===== config.mk =====
export PLATFORM = sky130hd
export DESIGN_NAME = spi_result_slave
export DESIGN_NICKNAME = d
export VERILOG_FILES = /design/src/rtl/spi_result_pkg.sv /design/src/rtl/spi_sync_edge.sv /design/src/rtl/spi_result_slave.sv
export SDC_FILE = /design/constraint.sdc
export NUM_CORES = 1
export LEC_CHECK = 0
export ABC_AREA = 1
export ABC_CLOCK_PERIOD_IN_PS = 1800
export CORE_MARGIN = 4
export CORE_UTILIZATION = 35
export CTS_CLUSTER_DIAMETER = 50
export DETAILED_ROUTE_END_ITERATION = 7
export GPL_TIMING_DRIVEN = 0
export HOLD_SLACK_MARGIN = 0.03
export PLACE_DENSITY_LB_ADDON = 0.15
export SYNTH_ARGS = -nofsm -noshare
export SYNTH_HDL_FRONTEND = slang
export SYNTH_SLANG_ARGS = --single-unit

===== constraint.sdc =====
create_clock -name sys_clk -period 1.8 [get_ports sys_clk]
set_clock_uncertainty 0.05 [all_clocks]
set_input_delay 0.18 -clock sys_clk [delete_from_list [all_inputs] [get_ports sys_clk]]
set_output_delay 0.18 -clock sys_clk [all_outputs]
set_load 0.1 [all_outputs]

===== src/rtl/spi_result_pkg.sv =====
// Shared types and constants for the SPI result readout slave.
package spi_result_pkg;

  // Frame-level state of the slave.
  typedef enum logic [1:0] {
    IDLE  = 2'd0,
    SHIFT = 2'd1,
    DONE  = 2'd2
  } state_e;

  // First byte of every frame unless overridden.
  localparam logic [7:0] DEFAULT_HEADER = 8'hA5;

  // Header byte plus status byte precede the result words.
  localparam int PREAMBLE_BITS = 16;

  // Command byte length received on MOSI at the start of each frame.
  localparam int CMD_BITS = 8;

  // Total number of bits clocked out in one frame.
  function automatic int frame_bits(input int num_words, input int word_w);
    return PREAMBLE_BITS + num_words * word_w;
  endfunction

endpackage


===== src/rtl/spi_sync_edge.sv =====
// Synchroniser for one asynchronous pin with registered rise/fall detection.
// The level output is aligned with the edge pulses, so downstream logic sees
// a consistent (level, edge) pair in the same cycle.
module spi_sync_edge #(
  parameter int   STAGES = 2,
  parameter logic INIT   = 1'b0
) (
  input  logic sys_clk,
  input  logic rst_n,
  input  logic d_i,
  output logic level_o,
  output logic rise_o,
  output logic fall_o
);

  logic [STAGES-1:0] sync_q;
  logic              level_q;
  logic              rise_q;
  logic              fall_q;

  // Metastability chain; resets to the pin's idle level so no edge is seen after reset.
  always_ff @(posedge sys_clk or negedge rst_n) begin
    if (!rst_n) begin
      sync_q <= {STAGES{INIT}};
    end else begin
      sync_q <= {sync_q[STAGES-2:0], d_i};
    end
  end

  // Registered edge detection on the synchronised level.
  always_ff @(posedge sys_clk or negedge rst_n) begin
    if (!rst_n) begin
      level_q <= INIT;
      rise_q  <= 1'b0;
      fall_q  <= 1'b0;
    end else begin
      level_q <= sync_q[STAGES-1];
      rise_q  <= sync_q[STAGES-1] & ~level_q;
      fall_q  <= ~sync_q[STAGES-1] & level_q;
    end
  end

  assign level_o = level_q;
  assign rise_o  = rise_q;
  assign fall_o  = fall_q;

endmodule


===== src/rtl/spi_result_slave.sv =====
// SPI slave that streams a frame {HEADER, status, result words} to a master.
// Results are captured into a shadow register on word_valid; the shadow is
// copied into the shift register only at frame start so a frame is atomic.
module spi_result_slave
  import spi_result_pkg::*;
#(
  parameter int         NUM_WORDS   = 3,
  parameter int         WORD_W      = 32,
  parameter int         CPOL        = 0,
  parameter int         CPHA        = 0,
  parameter int         SYNC_STAGES = 2,
  parameter logic [7:0] HEADER      = DEFAULT_HEADER
) (
  input  logic                          sys_clk,
  input  logic                          rst_n,
  input  logic [NUM_WORDS*WORD_W-1:0]   word_data,
  input  logic                          word_valid,
  input  logic                          nCS,
  input  logic                          SCK,
  input  logic                          MOSI,
  output logic                          MISO,
  output logic                          busy,
  output logic [7:0]                    cmd_byte,
  output logic                          cmd_valid,
  output logic                          frame_done,
  output logic                          frame_abort
);

  localparam int FB     = frame_bits(NUM_WORDS, WORD_W);
  localparam int CNT_W  = $clog2(FB + 1);
  localparam int DATA_W = NUM_WORDS * WORD_W;

  localparam logic             SCK_IDLE = (CPOL != 0);
  localparam logic [CNT_W-1:0] CNT_LAST = CNT_W'(FB - 1);
  localparam logic [CNT_W-1:0] CMD_LAST = CNT_W'(CMD_BITS - 1);
  localparam logic [CNT_W-1:0] CMD_END  = CNT_W'(CMD_BITS);

  // ---------------------------------------------------------------------------
  // Pin synchronisation
  // ---------------------------------------------------------------------------
  logic sck_lvl, sck_rise, sck_fall;
  logic ncs_lvl, ncs_rise, ncs_fall;
  logic [SYNC_STAGES:0] mosi_q;
  logic mosi_s;

  spi_sync_edge #(
    .STAGES (SYNC_STAGES),
    .INIT   (SCK_IDLE)
  ) u_sck_sync (
    .sys_clk (sys_clk),
    .rst_n   (rst_n),
    .d_i     (SCK),
    .level_o (sck_lvl),
    .rise_o  (sck_rise),
    .fall_o  (sck_fall)
  );

  spi_sync_edge #(
    .STAGES (SYNC_STAGES),
    .INIT   (1'b1)
  ) u_ncs_sync (
    .sys_clk (sys_clk),
    .rst_n   (rst_n),
    .d_i     (nCS),
    .level_o (ncs_lvl),
    .rise_o  (ncs_rise),
    .fall_o  (ncs_fall)
  );

  // MOSI chain is one stage longer so it lines up with the registered SCK edge pulse.
  always_ff @(posedge sys_clk or negedge rst_n) begin
    if (!rst_n) begin
      mosi_q <= '0;
    end else begin
      mosi_q <= {mosi_q[SYNC_STAGES-1:0], MOSI};
    end
  end

  assign mosi_s = mosi_q[SYNC_STAGES];

  // Leading edge leaves the idle level, trailing edge returns to it.
  logic sck_edge, lead_edge, trail_edge, sample_edge, shift_edge;
  assign sck_edge    = sck_rise | sck_fall;
  assign lead_edge   = sck_edge & (sck_lvl != SCK_IDLE);
  assign trail_edge  = sck_edge & (sck_lvl == SCK_IDLE);
  assign sample_edge = (CPHA != 0) ? trail_edge : lead_edge;
  assign shift_edge  = (CPHA != 0) ? lead_edge  : trail_edge;

  // ---------------------------------------------------------------------------
  // Registers
  // ---------------------------------------------------------------------------
  state_e              state_q, state_d;
  logic [FB-1:0]       shift_q, shift_d;
  logic                miso_q, miso_d;
  logic [CNT_W-1:0]    cnt_q, cnt_d;
  logic [6:0]          cmd_sr_q, cmd_sr_d;
  logic [7:0]          cmd_byte_q, cmd_byte_d;
  logic                cmd_valid_q, cmd_valid_d;
  logic                frame_done_q, frame_done_d;
  logic                frame_abort_q, frame_abort_d;
  logic [DATA_W-1:0]   shadow_q, shadow_d;
  logic                fresh_q, fresh_d;
  logic                overrun_q, overrun_d;
  logic [5:0]          seq_q, seq_d;

  logic                load_en, shift_en, sample_en;
  logic [FB-1:0]       frame_w;

  // Snapshot of everything the master will see, taken at the frame-start cycle.
  assign frame_w = {HEADER, fresh_q, overrun_q, seq_q, shadow_q};

  // ---------------------------------------------------------------------------
  // Frame state machine
  // ---------------------------------------------------------------------------

  // State register.
  always_ff @(posedge sys_clk or negedge rst_n) begin
    if (!rst_n) begin
      state_q <= IDLE;
    end else begin
      state_q <= state_d;
    end
  end

  // Next-state: chip select opens/closes the frame, the last sample completes it.
  always_comb begin
    state_d = state_q;
    case (state_q)
      IDLE: begin
        if (ncs_fall) state_d = SHIFT;
      end
      SHIFT: begin
        if (ncs_rise)                               state_d = IDLE;
        else if (sample_edge && (cnt_q == CNT_LAST)) state_d = DONE;
      end
      DONE: begin
        if (ncs_rise) state_d = IDLE;
      end
      default: state_d = IDLE;
    endcase
  end

  // Output decode: SCK edges only act inside SHIFT, and a chip-select rise overrides them.
  always_comb begin
    load_en       = 1'b0;
    shift_en      = 1'b0;
    sample_en     = 1'b0;
    frame_abort_d = 1'b0;
    case (state_q)
      IDLE: begin
        load_en = ncs_fall;
      end
      SHIFT: begin
        frame_abort_d = ncs_rise;
        shift_en      = ~ncs_rise & shift_edge;
        sample_en     = ~ncs_rise & sample_edge;
      end
      default: ;
    endcase
  end

  // ---------------------------------------------------------------------------
  // Datapath next-state
  // ---------------------------------------------------------------------------

  // Shift register and MISO: CPHA=0 presents the MSB at load, CPHA=1 on the first leading edge.
  always_comb begin
    shift_d = shift_q;
    miso_d  = miso_q;
    if (load_en) begin
      if (CPHA != 0) begin
        shift_d = frame_w;
        miso_d  = 1'b0;
      end else begin
        shift_d = {frame_w[FB-2:0], 1'b0};
        miso_d  = frame_w[FB-1];
      end
    end else if (shift_en) begin
      miso_d  = shift_q[FB-1];
      shift_d = {shift_q[FB-2:0], 1'b0};
    end else if (state_d != SHIFT) begin
      miso_d = 1'b0;
    end
  end

  // Bit counter and command byte capture; the counter holds in DONE.
  always_comb begin
    cnt_d        = cnt_q;
    cmd_sr_d     = cmd_sr_q;
    cmd_byte_d   = cmd_byte_q;
    cmd_valid_d  = 1'b0;
    frame_done_d = 1'b0;
    if (load_en) begin
      cnt_d    = '0;
      cmd_sr_d = '0;
    end else if (sample_en) begin
      cnt_d = cnt_q + 1'b1;
      if (cnt_q < CMD_END) cmd_sr_d = {cmd_sr_q[5:0], mosi_s};
      if (cnt_q == CMD_LAST) begin
        cmd_byte_d  = {cmd_sr_q, mosi_s};
        cmd_valid_d = 1'b1;
      end
      if (cnt_q == CNT_LAST) frame_done_d = 1'b1;
    end
  end

  // Shadow capture; a new result beats the end-of-frame clear of fresh/overrun.
  always_comb begin
    shadow_d  = shadow_q;
    fresh_d   = fresh_q;
    overrun_d = overrun_q;
    seq_d     = seq_q;
    if (word_valid) begin
      shadow_d  = word_data;
      fresh_d   = 1'b1;
      overrun_d = frame_done_q ? fresh_q : (overrun_q | fresh_q);
      seq_d     = seq_q + 6'd1;
    end else if (frame_done_q) begin
      fresh_d   = 1'b0;
      overrun_d = 1'b0;
    end
  end

  // Datapath registers.
  always_ff @(posedge sys_clk or negedge rst_n) begin
    if (!rst_n) begin
      shift_q       <= '0;
      miso_q        <= 1'b0;
      cnt_q         <= '0;
      cmd_sr_q      <= '0;
      cmd_byte_q    <= '0;
      cmd_valid_q   <= 1'b0;
      frame_done_q  <= 1'b0;
      frame_abort_q <= 1'b0;
      shadow_q      <= '0;
      fresh_q       <= 1'b0;
      overrun_q     <= 1'b0;
      seq_q         <= '0;
    end else begin
      shift_q       <= shift_d;
      miso_q        <= miso_d;
      cnt_q         <= cnt_d;
      cmd_sr_q      <= cmd_sr_d;
      cmd_byte_q    <= cmd_byte_d;
      cmd_valid_q   <= cmd_valid_d;
      frame_done_q  <= frame_done_d;
      frame_abort_q <= frame_abort_d;
      shadow_q      <= shadow_d;
      fresh_q       <= fresh_d;
      overrun_q     <= overrun_d;
      seq_q         <= seq_d;
    end
  end

  assign MISO        = miso_q;
  assign busy        = ~ncs_lvl;
  assign cmd_byte    = cmd_byte_q;
  assign cmd_valid   = cmd_valid_q;
  assign frame_done  = frame_done_q;
  assign frame_abort = frame_abort_q;

endmodule


==> results of run 1 <==
-- kinds of logic (layout without fill, tap and decap cells) --
group	Yosys count	in the layout	synth area share
fa+ha+maj	2	2	0.00244
flops	256	256	0.626
compound gates	130	130	0.0833
xor+xnor	7	7	0.00598
simple gates	598	598	0.231
buf+inv	127	306	0.0519
-- cell usage in the layout (no fill, tap or decap), types with 6 or more instances in the layout --
| cell type | n |
|---|---|
| clkdlybuf4s15_2 | 11 |
| inv_1 | 65 |
| clkbuf_1 | 22 |
| buf_1 | 11 |
| o21ai_0 | 44 |
| o22ai_1 | 6 |
| buf_2 | 23 |
| nand3_1 | 46 |
| clkbuf_16 | 31 |
| buf_4 | 10 |
| dfrtp_1 | 253 |
| clkdlybuf4s50_1 | 99 |
| nand2_1 | 521 |
| nor2_1 | 13 |
| nand4_1 | 7 |
| a22oi_1 | 77 |
-- routing by layer --
metal  vias to the layer above  part of all wire  GRT usage
met5                         -                 0          0
met4                         0             0.024     0.0394
met3                        42             0.040     0.0230
met1                      3587              0.50      0.223
li1                       3901                 -          -
met2                       130              0.44      0.234
-- layout make-up --
class | count | share of cell area
clock inverters | 12 | 0.0130
flip-flops and latches | 256 | 0.491
well taps | 384 | 0.0368
plain buffers | 57 | 0.0217
repair buffers | 125 | 0.0982
inverters | 69 | 0.0200
clock buffers | 43 | 0.0659
multi-input cells | 737 | 0.253
-- power groups by stage --
stage | Clock (W) | Combinational (W) | Sequential [W]
detailed placement | 0 | 0.00212 | 0.00765
finish | 0.00626 | 0.00209 | 0.00758
CTS | 0.00645 | 0.00213 | 0.00758
global placement | 0 | 0.00204 | 0.00767
floorplan | 0 | 0.00135 | 0.00752
global route | 0.00667 | 0.00244 | 0.00771
-- cells in the mapped netlist --
cell type / instances / share of area
nand3_1: 46 / 0.022
a22oi_1: 77 / 0.056
dfrtp_1: 253 / 0.62
nand2_1: 522 / 0.19
nor2_2: 2 / 0.0012
nand3_2: 1 / 0.00098
o22ai_1: 6 / 0.0037
nor3_1: 2 / 0.00098
inv_2: 4 / 0.0015
nor2_1: 13 / 0.0048
buf_6: 1 / 0.0011
a21oi_1: 1 / 0.00049
clkbuf_1: 15 / 0.0055
buf_4: 5 / 0.0037
o21ai_1: 1 / 0.00049
xnor2_1: 2 / 0.0017
ha_1: 2 / 0.0024
nand4_1: 7 / 0.0043
dfstp_2: 3 / 0.0077
o21ai_0: 44 / 0.021
inv_1: 65 / 0.024
nor2_4: 4 / 0.0044
xor2_1: 5 / 0.0043
o31ai_1: 1 / 0.00073
buf_2: 23 / 0.011
and3_1: 1 / 0.00061
buf_1: 14 / 0.0051
-- per-stage QoR --
| stage | hold WS (ns) | total power, W | setup slack [ns] |
|---|---|---|---|
| 4_1_cts | 0.0713 | 0.0162 | 0.00199 |
| 6_report | 0.0856 | 0.0159 | 0.117 |
| 2_1_floorplan | -0.166 | 0.00887 | 0.272 |
| 3_5_place_dp | 0.101 | 0.00977 | -0.0827 |
| 5_1_grt | 0.100 | 0.0168 | -0.00114 |
| 3_3_place_gp | 0.287 | 0.00971 | -11.01 |
-- timing repair --
action                                 in CTS  in global routing
setup endpoints to repair                  34                 91
pin swaps                                   0                  2
endpoints found under the hold margin     150                  0
hold buffers                                5                  0
gates resized for setup                    44                  9
setup buffers                               0                  5
-- worst min-delay path, cell delays in order --
cell     delay (ns)
buf_2          0.21
nand4_1        0.15
xor2_1         0.06
inv_1          0.04
-- final timing paths --
kind                                                     start                        endpoint  slack, ns  depth (start not counted)
worst max register to register    u_sck_sync.level_o$_DFF_PN0_        shift_q[110]$_DFFE_PN0P_       0.15                          6
max in group asynchronous                                rst_n        shadow_q[11]$_DFFE_PN0P_       0.64                          3
min in group asynchronous                                rst_n        shadow_q[81]$_DFFE_PN0P_       0.11                          2
worst min-delay path                                word_valid            seq_q[4]$_DFFE_PN0P_       0.09                          4
worst min register to register  u_sck_sync.sync_q[0]$_DFF_PN0_  u_sck_sync.sync_q[1]$_DFF_PN0_       0.30                          0
worst max-delay path                          MISO$_DFFE_PN0P_                            MISO       0.12                          1
-- registers in the layout, indices dropped and copies added (netlist names), 2 cells and up --
signal and flops:
cnt_q 7, u_ncs_sync.sync_q 2, shift_q 111, u_sck_sync.sync_q 2
cmd_byte 8, cmd_sr_q 7, seq_q 6, state_q 2
shadow_q 96, mosi_q 3
==> results.txt, run 1 <==
I/O pin count: 115
Worst path max stage delay: 0.56 ns
Max VDD drop: 725 uV
Fill cells: 2853
final hold viol count: 0
Setup TNS Final: 0 ns
Post-DP HPWL: 15.8 mm
Sw Share: 0.265
Mapped Area: 0.0102 sq mm
fin nets: 1381
Leakage: 6.57 nW
Yosys Warn Count: 0
cts bufs inserted: 31
max-slew violations: 0
IO Port Bufs: 113
Max clock buf depth: 3
post-route insts no fill: 1683
CP max-delay cell: clkdlybuf4s15_2
layout cells sized above 1: 0.0893
gr usage total: 0.151
vias in the first global route: 7615
Slew HR: 0.525
initial antenna violation count: 0
routability cong.: 0.795
sequential share of power: 0.476
Clk network pwr share: 0.393
Setup-failing EPs final: 0
Synth cell types: 27
kind of critical path: reg -> out
Core Footprint: 0.0288 sq mm
Internal Pwr Total: 0.0117 W
first-pass GRT wire length: 39.5 mm
final wirelength: 23.8 mm
clk root buf: clkbuf_16
clock sinks: 256
Die Height: 179 um
P&R area growth vs syn: 27.4%
placed cell area: 0.0119 sq mm
GR Overflow Total: 0
# diodes: 0
# rows: 62
switching power of the nets: 0.00423 W
Hold WC Path Type: in -> reg
minimum clock period: 1.68 ns
MaxCap Viol Count: 0
mean post-synth cell area: 9.15 sq um
Startpoint Class: flip-flop
largest net degree at the start of global routing: 117
Final Cell Area: 0.0131 sq mm
final core occ: 0.454
Crit. End Element: output port
CP top delay family: buffers and inverters
Arr. time, crit path: 1.45 ns
Logic pwr share: 0.131
CP Cell Sequence: clkdlybuf4s15_2
total die area: 0.0321 sq mm
Vias: 7660
crit share post-route: 0.935
sequential cell area: 0.00641 sq mm
Critical Path RT: 1.57 ns
status: finished clean
initial cell density of the core: 0.356
vias per cell: 4.55
Die Width: 179 um
Power Density: 1220 mW/mm^2
buffers plus inverters on the worst setup path: 1
CTS tree: built
Synth Net Count: 1224
Iteration-0 DRC Markers: 407
DP Cell Count: 1619
sequential share of the synthesized area: 0.626
Clk Latency, worst-skew pair: 0.55 ns
DRT antenna net count: 0
Fmax achieved: 0.594 GHz
Residual DRC: 0
worst-margin pin slew: 0.712 ns
Cells after Synth: 1120
critical path peak fanout: 2
htree depth: 1
Worst-path clk slew: 0.06 ns
#FFs+latches synth: 256
Multi-input gate area: 0.00331 sq mm
drt pass-1 iters: 5
WL/cell: 14.1 um
(Power assumes the default switching activity.)
==> run 2, diff against run 1 <==
Settings changed: ABC_CLOCK_PERIOD_IN_PS 1800 to 1500, DONT_BUFFER_PORTS set to 1.
Clock period 1.8 ns to 1.5 ns, I/O delays scaled along.
==> run 2 against run 1 <==
Compared with the run above: the flow now finishes with violations (negative hold slack, negative setup slack); global-route usage grew 1.8 points; die area unchanged; register-to-register slack lost 0.29 ns.
==> results.txt, run 2 (synthesized netlist as in run 1, its figures left out) <==
initial cell density of the core: 0.356 (unchanged)
GRT met2 Usage: 0.263 (+0.0289)
Critical Path RT: 1.30 ns (-0.27 ns)
P&R area growth vs syn: 42.6%
CTS tree: built
Fill cells: 2668 (-6.5%)
status: finished with violations
final wirelength: 26.7 mm (+12%)
Max VDD drop: 852 uV (+17%)
Residual DRC: 0 (unchanged)
DRT antenna net count: 0 (unchanged)
met3 Usage GRT: 0.0287 (+0.00569)
clk root buf: clkbuf_16
GR Overflow Total: 0 (unchanged)
Setup TNS Final: -7.56 ns (-7.56 ns)
Fmax achieved: 0.603 GHz
first-pass GRT wire length: 43.7 mm (+11%)
WL/cell: 15.6 um (+9.9%)
crit share post-route: 1.11
gr usage total: 0.169 (+0.0183)
IO Port Bufs: 0 (-100%)
worst-margin pin slew: 0.609 ns (-0.103 ns)
Worst path max stage delay: 0.55 ns (about the same)
CP Cell Sequence: clkinvlp_4
final hold viol count: 256 (+256)
I/O pin count: 115 (unchanged)
total die area: 0.0321 sq mm (unchanged)
Stages on worst setup path: 1 (unchanged)
Power Density: 1410 mW/mm^2 (+16%)
worst-case reg-to-reg path depth: 11 (+5)
Worst-path clk slew: 0.05 ns (about the same)
cts bufs inserted: 35 (+13%)
minimum clock period: 1.66 ns
Max clock buf depth: 3 (unchanged)
clock sinks: 256 (unchanged)
kind of critical path: reg -> out
fin worst setup slack: -0.159 ns (-0.277 ns)
most common cell after layout, fill and taps aside: nand2_1
max-slew violations: 0 (unchanged)
Hold WC Path Type: in -> async
Fin Hold WS: -0.682 ns (-0.768 ns)
RSZ-0062 raised after global routing: true
GR met1 Demand/Resource: 0.246 (+0.0229)
Most flops, register: shift_q
buffers plus inverters on the worst setup path: 1 (unchanged)
Arr. time, crit path: 1.46 ns (about the same)
fin nets: 1411 (+2.2%)
Clk Latency, worst-skew pair: 0.50 ns (-0.05 ns)
Crit. End Element: output port
failing checks: negative hold slack, negative setup slack
MaxCap Viol Count: 0 (unchanged)
Iteration-0 DRC Markers: 407 (unchanged)
largest net degree at the start of global routing: 257 (+120%)
Final Cell Area: 0.0146 sq mm (+12%)
CP top delay family: flip-flops
Slew HR: 0.594 (+0.0684)
Vias: 8067 (+5.3%)
sequential cell area: 0.00643 sq mm (+0.25%)
Post-DP HPWL: 15.3 mm (-2.7%)
Die Width: 179 um (unchanged)
critical path peak fanout: 2 (unchanged)
Core Footprint: 0.0288 sq mm (unchanged)
layout cells sized above 1: 0.235 (+0.146)
CTS Hold Bufs: 105 (+100)
commonest non-fill, non-tap cells in the layout: 435 x nand2_1, 240 x dfrtp_1, 105 x dlygate4sd3_1
CP max-delay cell: dfstp_2
Setup-failing EPs final: 106 (+106)
# rows: 62 (unchanged)
Largest register FFs: 111 (unchanged)
initial antenna violation count: 2 (+2)
Leakage: 7.35 nW (+12%)
placed cell area: 0.0107 sq mm (-10%)
Die Height: 179 um (unchanged)
vias in the first global route: 8180 (+7.4%)
Startpoint Class: flip-flop
drt pass-1 iters: 4 (-1)
routability cong.: 0.763 (-4.1%)
vias per cell: 4.70 (+3.3%)
htree depth: 2 (+1)
gr busiest metal: met2
Multi-input gate area: 0.00401 sq mm (+21%)
run 2: worst reg2reg max path, stage by stage, from the launching register on:
cell     delay, ns
dfrtp_1       0.39
inv_2         0.09
buf_6         0.11
nand3_4       0.08
nor2_4        0.13
buf_12        0.13
nor2_4        0.06
buf_6         0.13
buf_12        0.13
buf_12        0.14
nand2_4       0.05
nand3_2       0.05
run 2: per-layer routing:
layer | vias to the layer above | wire length, um
li1 | 3978 | -
met1 | 3918 | 13000
met2 | 130 | 12200
met3 | 41 | 927
met4 | 0 | 547
met5 | - | 0
run 2: repair_timing:
item / in CTS / in global routing
setup endpoints to repair: 140 / 132
pin swaps: 27 / 23
endpoints found under the hold margin: 355 / 256
gates resized for setup: 204 / 111
setup buffers: 26 / 10
cloned: 11 / 2
run 2: cell type report:
type                       instances  share of cell area
timing repair buffer             153               0.123
sequential                       256               0.440
buffer                            55              0.0343
multi-input combinational        737               0.274
tap                              384              0.0329
antenna                            2            0.000343
inverter                          69              0.0183
clock inverter                    10             0.00762
clock buffer                      50              0.0694
run 2: worst paths after layout:
| path | start | endpoint | slack (ns) |
|---|---|---|---|
| max in group asynchronous | rst_n | u_ncs_sync.level_o$_DFF_PN1_ | 1.72 |
| min in group sys_clk | word_valid | shadow_q[4]$_DFFE_PN0P_ | 0.04 |
| min reg2reg | mosi_q[0]$_DFF_PN0_ | mosi_q[1]$_DFF_PN0_ | 0.30 |
| max | u_ncs_sync.level_o$_DFF_PN1_ | busy | -0.16 |
| max reg2reg | state_q[1]$_DFF_PN0_ | shift_q[23]$_DFFE_PN0P_ | -0.14 |
| min | rst_n | shadow_q[83]$_DFFE_PN0P_ | -0.68 |
run 2: stage by stage:
step | hold WS (ns) | utilization | total power (W) | worst slack (ns) | std cells
2_1_floorplan | -0.196 | - | 0.0106 | 0.0520 | 1120
3_3_place_gp | -0.181 | 0.373 | 0.0112 | -0.339 | 1504
3_5_place_dp | -0.182 | 0.373 | 0.0113 | -0.320 | 1504
4_1_cts | -0.714 | 0.492 | 0.0205 | -0.191 | 1705
5_1_grt | -0.717 | 0.508 | 0.0217 | -0.211 | 1716
6_report | -0.682 | 0.508 | 0.0206 | -0.159 | 1716
run 2: where the power goes:
| part | internal, W | total [W] | switching [W] |
|---|---|---|---|
| combinational | 0.00163 | 0.00317 | 0.00154 |
| clock | 0.00504 | 0.00803 | 0.00299 |
| sequential | 0.00830 | 0.00943 | 0.00113 |
